===== src/rtl/hidden_layer.sv =====
// hidden_layer
// Computes the two-neuron hidden layer for every sample row of X_RAM and
// stores sigmoid(pre-activation) results into hRES_RAM.
//
// Ports
//   clk, resetn            : clock, synchronous active-low reset
//   Start / Done           : run request (level-sampled in IDLE) / one-cycle
//                            completion pulse
//   X_read_*               : feature RAM read port (row-major, r*7+f)
//   whid_read_*            : weight RAM read port (j*8+i, i=0 is bias)
//   sigm_read_*            : sigmoid lookup RAM read port
//   hRES_write_*           : result RAM write port (2r+j)
//
// Handshake: Start is sampled only in IDLE; any level seen there begins a run.
// All RAMs are synchronous-read, so data arrives one cycle after the address.
// All RAM-side outputs are decoded from the current state and counters, so
// they are zero whenever the FSM sits in IDLE (including right after reset).
module hidden_layer #(
  parameter int width           = 8,
  parameter int X_depth_bits    = 9,
  parameter int whid_depth_bits = 4,
  parameter int sigm_depth_bits = 8,
  parameter int hRES_depth_bits = 7,
  parameter int num_rows        = 64,
  parameter int num_features    = 7
) (
  input  logic                       clk,
  input  logic                       resetn,
  input  logic                       Start,
  output logic                       Done,
  output logic                       X_read_en,
  output logic [X_depth_bits-1:0]    X_read_address,
  input  logic [width-1:0]           X_read_data_out,
  output logic                       whid_read_en,
  output logic [whid_depth_bits-1:0] whid_read_address,
  input  logic [width-1:0]           whid_read_data_out,
  output logic                       sigm_read_en,
  output logic [sigm_depth_bits-1:0] sigm_read_address,
  input  logic [width-1:0]           sigm_read_data_out,
  output logic                       hRES_write_en,
  output logic [hRES_depth_bits-1:0] hRES_write_address,
  output logic [width-1:0]           hRES_write_data_in
);

  localparam int acc_w   = 2 * width + 3;          // sum of 7 products
  localparam int sum_w   = acc_w - width + 1;      // (acc >> width) + bias
  localparam int row_w   = $clog2(num_rows);
  localparam int cnt_w   = 5;
  localparam int num_w   = 2 ** whid_depth_bits;
  localparam logic [cnt_w-1:0] load_last = cnt_w'(num_w);

  typedef enum logic [2:0] {
    S_IDLE, S_LOAD_W, S_MAC, S_MAC_LAST, S_SIG0, S_SIG1, S_WR1, S_DONE
  } state_t;

  state_t state, state_next;

  logic [cnt_w-1:0]           cnt;
  logic [row_w-1:0]           row;
  logic [width-1:0]           w [num_w];
  logic [acc_w-1:0]           acc0, acc1;
  logic [2*width-1:0]         prod0, prod1;
  logic [sum_w-1:0]           sum0, sum1;
  logic [width-1:0]           pre0, pre1;
  logic [whid_depth_bits-1:0] load_idx;
  logic                       last_row;

  // Weight capture lags the issued address by one cycle; on the final LOAD_W
  // cycle (cnt=16) the low bits wrap to 0 so the index lands on 15.
  assign load_idx = whid_depth_bits'(cnt) - 1'b1;
  assign last_row = (row == row_w'(num_rows - 1));

  // During MAC cycle c (and MAC_LAST with cnt=7) the data bus holds feature
  // c-1, whose weights sit at whid index c (neuron 0) and 8+c (neuron 1).
  assign prod0 = X_read_data_out * w[{1'b0, cnt[2:0]}];
  assign prod1 = X_read_data_out * w[{1'b1, cnt[2:0]}];

  // Truncating shift plus bias, saturated at the top of the sigmoid table.
  assign sum0 = sum_w'(acc0 >> width) + sum_w'(w[0]);
  assign sum1 = sum_w'(acc1 >> width) + sum_w'(w[8]);
  assign pre0 = (sum0 > sum_w'(2 ** width - 1)) ? '1 : sum0[width-1:0];
  assign pre1 = (sum1 > sum_w'(2 ** width - 1)) ? '1 : sum1[width-1:0];

  always_ff @(posedge clk) begin
    if (!resetn) state <= S_IDLE;
    else         state <= state_next;
  end

  always_comb begin
    state_next = state;
    case (state)
      S_IDLE:     if (Start) state_next = S_LOAD_W;
      S_LOAD_W:   if (cnt == load_last) state_next = S_MAC;
      S_MAC:      if (cnt == cnt_w'(num_features - 1)) state_next = S_MAC_LAST;
      S_MAC_LAST: state_next = S_SIG0;
      S_SIG0:     state_next = S_SIG1;
      S_SIG1:     state_next = S_WR1;
      S_WR1:      state_next = last_row ? S_DONE : S_MAC;
      S_DONE:     state_next = S_IDLE;
      default:    state_next = S_IDLE;
    endcase
  end

  always_comb begin
    Done               = 1'b0;
    X_read_en          = 1'b0;
    X_read_address     = '0;
    whid_read_en       = 1'b0;
    whid_read_address  = '0;
    sigm_read_en       = 1'b0;
    sigm_read_address  = '0;
    hRES_write_en      = 1'b0;
    hRES_write_address = '0;
    hRES_write_data_in = '0;
    case (state)
      S_LOAD_W: begin
        if (cnt < load_last) begin
          whid_read_en      = 1'b1;
          whid_read_address = whid_depth_bits'(cnt);
        end
      end
      S_MAC: begin
        X_read_en      = 1'b1;
        X_read_address = X_depth_bits'(row) * X_depth_bits'(num_features)
                         + X_depth_bits'(cnt);
      end
      S_SIG0: begin
        sigm_read_en      = 1'b1;
        sigm_read_address = sigm_depth_bits'(pre0);
      end
      S_SIG1: begin
        sigm_read_en       = 1'b1;
        sigm_read_address  = sigm_depth_bits'(pre1);
        hRES_write_en      = 1'b1;
        hRES_write_address = hRES_depth_bits'({row, 1'b0});
        hRES_write_data_in = sigm_read_data_out;
      end
      S_WR1: begin
        hRES_write_en      = 1'b1;
        hRES_write_address = hRES_depth_bits'({row, 1'b1});
        hRES_write_data_in = sigm_read_data_out;
      end
      S_DONE:  Done = 1'b1;
      default: ;
    endcase
  end

  always_ff @(posedge clk) begin
    if (!resetn) begin
      cnt  <= '0;
      row  <= '0;
      acc0 <= '0;
      acc1 <= '0;
      for (int i = 0; i < num_w; i++) w[i] <= '0;
    end else begin
      case (state)
        S_IDLE: begin
          cnt <= '0;
          if (Start) begin
            row  <= '0;
            acc0 <= '0;
            acc1 <= '0;
          end
        end
        S_LOAD_W: begin
          if (cnt != '0) w[load_idx] <= whid_read_data_out;
          cnt <= (cnt == load_last) ? '0 : cnt + 1'b1;
        end
        // cnt runs 0..6 in MAC and reaches 7 in MAC_LAST, which selects the
        // last feature's weights without a separate index.
        S_MAC, S_MAC_LAST: begin
          if (cnt != '0) begin
            acc0 <= acc0 + acc_w'(prod0);
            acc1 <= acc1 + acc_w'(prod1);
          end
          cnt <= (state == S_MAC_LAST) ? '0 : cnt + 1'b1;
        end
        S_WR1: begin
          acc0 <= '0;
          acc1 <= '0;
          if (!last_row) row <= row + 1'b1;
        end
        default: ;
      endcase
    end
  end

endmodule


===== config.mk =====
export PLATFORM = sky130hd
export DESIGN_NAME = hidden_layer
export DESIGN_NICKNAME = d
export VERILOG_FILES = /design/src/rtl/hidden_layer.sv
export SDC_FILE = /design/constraint.sdc
export NUM_CORES = 1
export LEC_CHECK = 0
export ABC_AREA = 1
export BUFFER_PORTS_ARGS = -buffer_cell sky130_fd_sc_hd__buf_2
export CAP_MARGIN = 20
export CORE_MARGIN = 5
export CORE_UTILIZATION = 45
export CTS_BUF_LIST = sky130_fd_sc_hd__clkbuf_2
export CTS_CLUSTER_SIZE = 25
export DETAILED_ROUTE_END_ITERATION = 16
export GPL_TIMING_DRIVEN = 0
export PLACE_DENSITY = 0.62
export REMOVE_ABC_BUFFERS = 1
export SYNTH_ARGS = -nofsm -noshare
export SYNTH_HDL_FRONTEND = slang
export SYNTH_SLANG_ARGS = --single-unit

===== constraint.sdc =====
create_clock -name clk -period 5.5 [get_ports clk]
set_input_delay 0.55 -clock clk [delete_from_list [all_inputs] [get_ports clk]]
set_output_delay 0.55 -clock clk [all_outputs]
set_load 0.1 [all_outputs]

-- After elaboration in Yosys (flattened, before gate mapping)
Memory sizes are Yosys's and may differ from the RTL's. A register that Yosys moved wholly into a read port is not among the register bits.
Cells that the tools add are included.
- bits in registers: 52
- memory bits (writable): 128
- input port bits: 27
- memories: 1
- $add $sub $neg: 8
- $mul: 3
- $lt $le $gt $ge: 3
- equality and inequality tests: 15
- mux-type cells: 42
- reductions and logical operators: 12
- memories (memory ; words ; bits a word ; read ports ; clocked after Yosys merged registers in ; write ports ; line ; text):
    w ; 16 ; 8 ; 4 ; 2 ; 16 ; 60 ; logic [width-1:0] w [num_w];
- operators by type and width (kind ; count):
    $pmux W19 S3 ; 2
    $mux W19 ; 3
    $add A19 B16 Y19 ; 2
    $mul A8 B8 Y16 ; 2
    $mux W8 ; 4
    $mux W4 ; 7
    $add A11 B8 Y12 ; 2
    $gt A12 B8 Y1 const B ; 2
    $pmux W3 S8 ; 1
    $pmux W8 S2 ; 1
    $pmux W5 S3 ; 1
    $pmux W7 S2 ; 1
    $eq A3 B3 Y1 const B ; 4
    $mux W1 ; 12
    $mux W3 ; 4
    $mux W6 ; 2
    $pmux W6 S2 ; 1
    $mux W5 ; 2
    $ne A2 B2 Y1 const B ; 5
    $add A9 B5 Y9 ; 1
    $mul A6 B3 Y9 const B ; 1
    $mux W9 ; 1
    $reduce_and A3 Y1 ; 3
    $reduce_or A8 Y1 ; 1
    14 further kinds ; 18

-- Logic depth before layout (Yosys ltp)
- word-level depth: 7
- depth in mapped cells: 27
- depth with buffers taken out: 25

-- Least setup slack after synthesis
No wires, ideal clock.
- kind: register to register
- start: register (tool-made name)
- end: register acc0[10]
- library setup time: 0.132 ns
- arrival: 4.753 ns
- required time: 5.368 ns
- setup slack: 0.615 ns
- cell stages (with the launch flop): 23
- buffers on the path: 2
- period minus slack after synthesis: 4.885 ns
- cell sequence: dfxtp_1 > clkbuf_1 > inv_2 > clkbuf_1 > o21ai_0 > o221ai_1 > nand2_1 > inv_1 > nand2_1 > fa_1 > fa_1 > inv_1 > fa_1 > inv_1 > fa_1 > inv_1 > ha_1 > a21o_1 > a21oi_1 > nand2_1 > or2_2 > nand3_1 > a21oi_1
- RTL lines (item ; line ; text):
    to (signal assigned) ; 173 ; acc0 <= acc0 + acc_w'(prod0);
    to (decl) ; 61 ; logic [acc_w-1:0] acc0, acc1;

==> results.yml <==
run_status:
  outcome: "finished clean"
placed_design:
  dp_hpwl_mm: 28.1
  numPortBuffers: 67
  place.gp.congestion: 0.870
  dp_slack_ns: -1.02
critical_path:
  crit_fanout: 11
  cp-start-kind: "register"
  end_kind: "register"
  path_cells: "clkinvlp_4 -> buf_4 -> o21ai_0 -> o221ai_1 -> nand2_2 -> inv_1 -> nand2_1 -> fa_1 -> fa_1 -> inv_1 -> fa_1 -> inv_1 -> fa_1 -> inv_1 -> ha_1 -> a21o_1 -> a21oi_1 -> nand2_1 -> or2_2 -> nand3_1 -> a21oi_1"
  crit_cells: 21
  arrival_ns: 5.99
  cp-endpoint: "acc0[10]$_SDFFE_PN0P_"
  slowest_delay_ns: 0.55
  crit_buf_inv: 6
  rr_worst_depth: 21
  critPathTopFamily: "adder cells"
  slowest_stage: "fa_1"
  timing.reg2reg.setup_slack_ns: 0.29
  required_ns: 6.28
  rr_endpoint: "acc0[10]$_SDFFE_PN0P_"
  worstSetupPathType: "reg -> reg"
routing:
  final_antenna_net_count: 0
  wl_per_cell_um: 15.9
  vias: 12700
  drt_iter0_drc: 868
  routed_wl_mm: 38.7
  via_per_inst: 5.22
  route.detailed.drc: 0
  dr.pass1.iters: 6
die:
  coreArea_sq_um: 33500
  dieArea_sq_um: 37700
  initial_core_util_pct: 45.5
  die_width_um: 194
  rows: 67
  ios: 68
  die_h_um: 194
sta:
  rsz0062_at_grt: "yes"
  report.final.slew_viol_count: 0
  period_minus_slack_ns: 5.21
  slew_headroom_pct: 43.5
  final-hold-violation-count: 0
  finalSetupViolations: 0
  worstMarginPinSlew_ns: 0.846
  fin_skew_ns: 0.0763
  worst_slack_ns: 0.287
  fmax_mhz: 192
  post-route-period-util_pct: 94.8
clocking:
  root_buffer: "clkbuf_2"
  clk_pin_slew_ns: 0.37
  clk_path_buf_depth: 2
  numCtsBuffers: 17
  htreeDepth: 4
  clk_latency_ns: 0.85
  cts_tree: "yes"
  numClockSinks: 183
  cts_hold_buf: 0
cells_and_area:
  final_cell_mix: "nand2_1, nor2_1, inv_1, edfxtp_1, ha_1"
  syn2layout_area_growth_pct: 8.86
  drive_gt1_share_pct: 9.27
  fillerInstances: 3351
  nets: 2231
  final_common_cell: "nand2_1"
yosys:
  synth-seq-area-share_pct: 32.4
  avgSynthCellArea_sq_um: 7.97
  ys_warn_count: 0
  synth-seq-cells: 183
  yosysTopAreaCellShare_pct: 25.2
  syn_area_sq_um: 15200
  synth_cell_type_count: 44
  synth_area_leaders: "edfxtp_1, fa_1, ha_1"
  yosysTopAreaCell: "edfxtp_1"
  postSynthCellCount: 1913
global_routing:
  grt_pass1_wl_mm: 61.8
  grt_remaining_overflow: 0
  grt_use_total_pct: 20.0
  antenna_found_initial: 1
  grt_start_max_net_pins: 65
  first_global_vias: 12300
worst_hold_path:
  holdPathStages: 3
  hp-class: "in -> reg"
job:
  cap_violations: 0
layer usage:
layer	track usage, %	up-vias	part of all wire, %
met5	0	-	0
met4	4.24	0	1.6
met3	2.83	45	5.8
met2	34.8	367	49
met1	26.8	6135	44
li1	-	6158	-
cell type report:
cell class | instances | area, sq um | area share (%)
Antenna cell | 1 | 2.50 | 0.0151
Clock buffer | 17 | 85.1 | 0.513
Clock inverter | 15 | 259 | 1.56
Inverter | 335 | 1300 | 7.83
Multi-Input combinational cell | 1345 | 8850 | 53.3
Sequential cell | 183 | 4950 | 29.8
Tap cell | 448 | 561 | 3.38
Timing Repair Buffer | 87 | 568 | 3.42
Timing Repair inverter | 2 | 18.8 | 0.113
flip-flops by register name, indices dropped and copies added (netlist names), named ones only:
| register | count |
|---|---|
| row | 6 |
| cnt | 5 |
| acc1 | 19 |
| acc0 | 19 |
| state | 3 |
| w | 128 |
cell usage after synthesis (all sizes together):
cell type  instances
a21boi             1
a21o               3
a21oi             97
and2               2
buf               10
clkbuf            40
clkinv             4
dfxtp             55
edfxtp           128
fa               111
ha               122
inv              331
nand2            387
nand3             75
nand3b            11
nand4             12
nor2             357
nor2b              1
nor3               4
nor4               3
o211ai             1
o21a               4
o21ai             87
o21bai             3
o221ai            20
o22ai             12
o31ai              1
or2                5
xnor2              9
xor2              17
what timing repair did:
item	4_1_cts	5_1_grt
hold endpoints to repair	0	0
resized for setup	10	29
pin swaps	0	2
setup buffers	4	14
setup endpoints to repair	30	22
gates cloned	1	2
through the flow:
stage                     hold WS, ns  cells  cell area, sq um  TNS [ns]  util (%)
after floorplan                 0.445   1863             15000     -6.40         -
after global placement          0.453   2378             15900    -59.55      47.5
after detailed placement        0.458   2379             15900    -21.47      47.5
after CTS                       0.118   2416             16300         0      48.7
after global routing            0.133   2433             16600  -0.00855      49.5
final                           0.160   2433             16600         0      49.5
how the worst min path moves through the flow:
| stage | end | slack (ns) | startpoint |
|---|---|---|---|
| 5_1_grt | register | 0.13 | resetn |
| 3_5_place_dp | acc1[1]$_SDFFE_PN0P_ | 0.46 | acc1[1]$_SDFFE_PN0P_ |
| 2_1_floorplan | acc0[1]$_SDFFE_PN0P_ | 0.45 | acc0[1]$_SDFFE_PN0P_ |
| 3_3_place_gp | acc1[1]$_SDFFE_PN0P_ | 0.45 | acc1[1]$_SDFFE_PN0P_ |
| 6_report | register | 0.16 | resetn |
| 4_1_cts | register | 0.12 | resetn |
worst reg2reg max path, stage by stage (launching register included):
cell        delay, ns
dfxtp_4          0.47
clkinvlp_4       0.09
buf_4            0.17
o21ai_0          0.13
o221ai_1         0.33
nand2_2          0.23
inv_1            0.13
nand2_1          0.07
fa_1             0.51
fa_1             0.55
inv_1            0.06
fa_1             0.52
inv_1            0.06
fa_1             0.53
inv_1            0.04
ha_1             0.36
a21o_1           0.22
a21oi_1          0.12
nand2_1          0.12
or2_2            0.29
nand3_1          0.08
a21oi_1          0.06
cell families (layout without fill, tap and decap cells):
logic type | Yosys count | after routing | synth area share, %
adders and majority gates | 233 | 233 | 24.6
xor gates and xnor gates | 26 | 26 | 1.49
DFF | 183 | 183 | 32.4
and+or+nand+nor | 857 | 857 | 23.3
other | 0 | 1 | 0
buffers and inverters | 385 | 456 | 9.78
AOI/OAI and AO/OA | 229 | 229 | 8.42
Power is not shown: default switching activity piles up to over one toggle a cycle in this logic, so the estimate is an artifact.
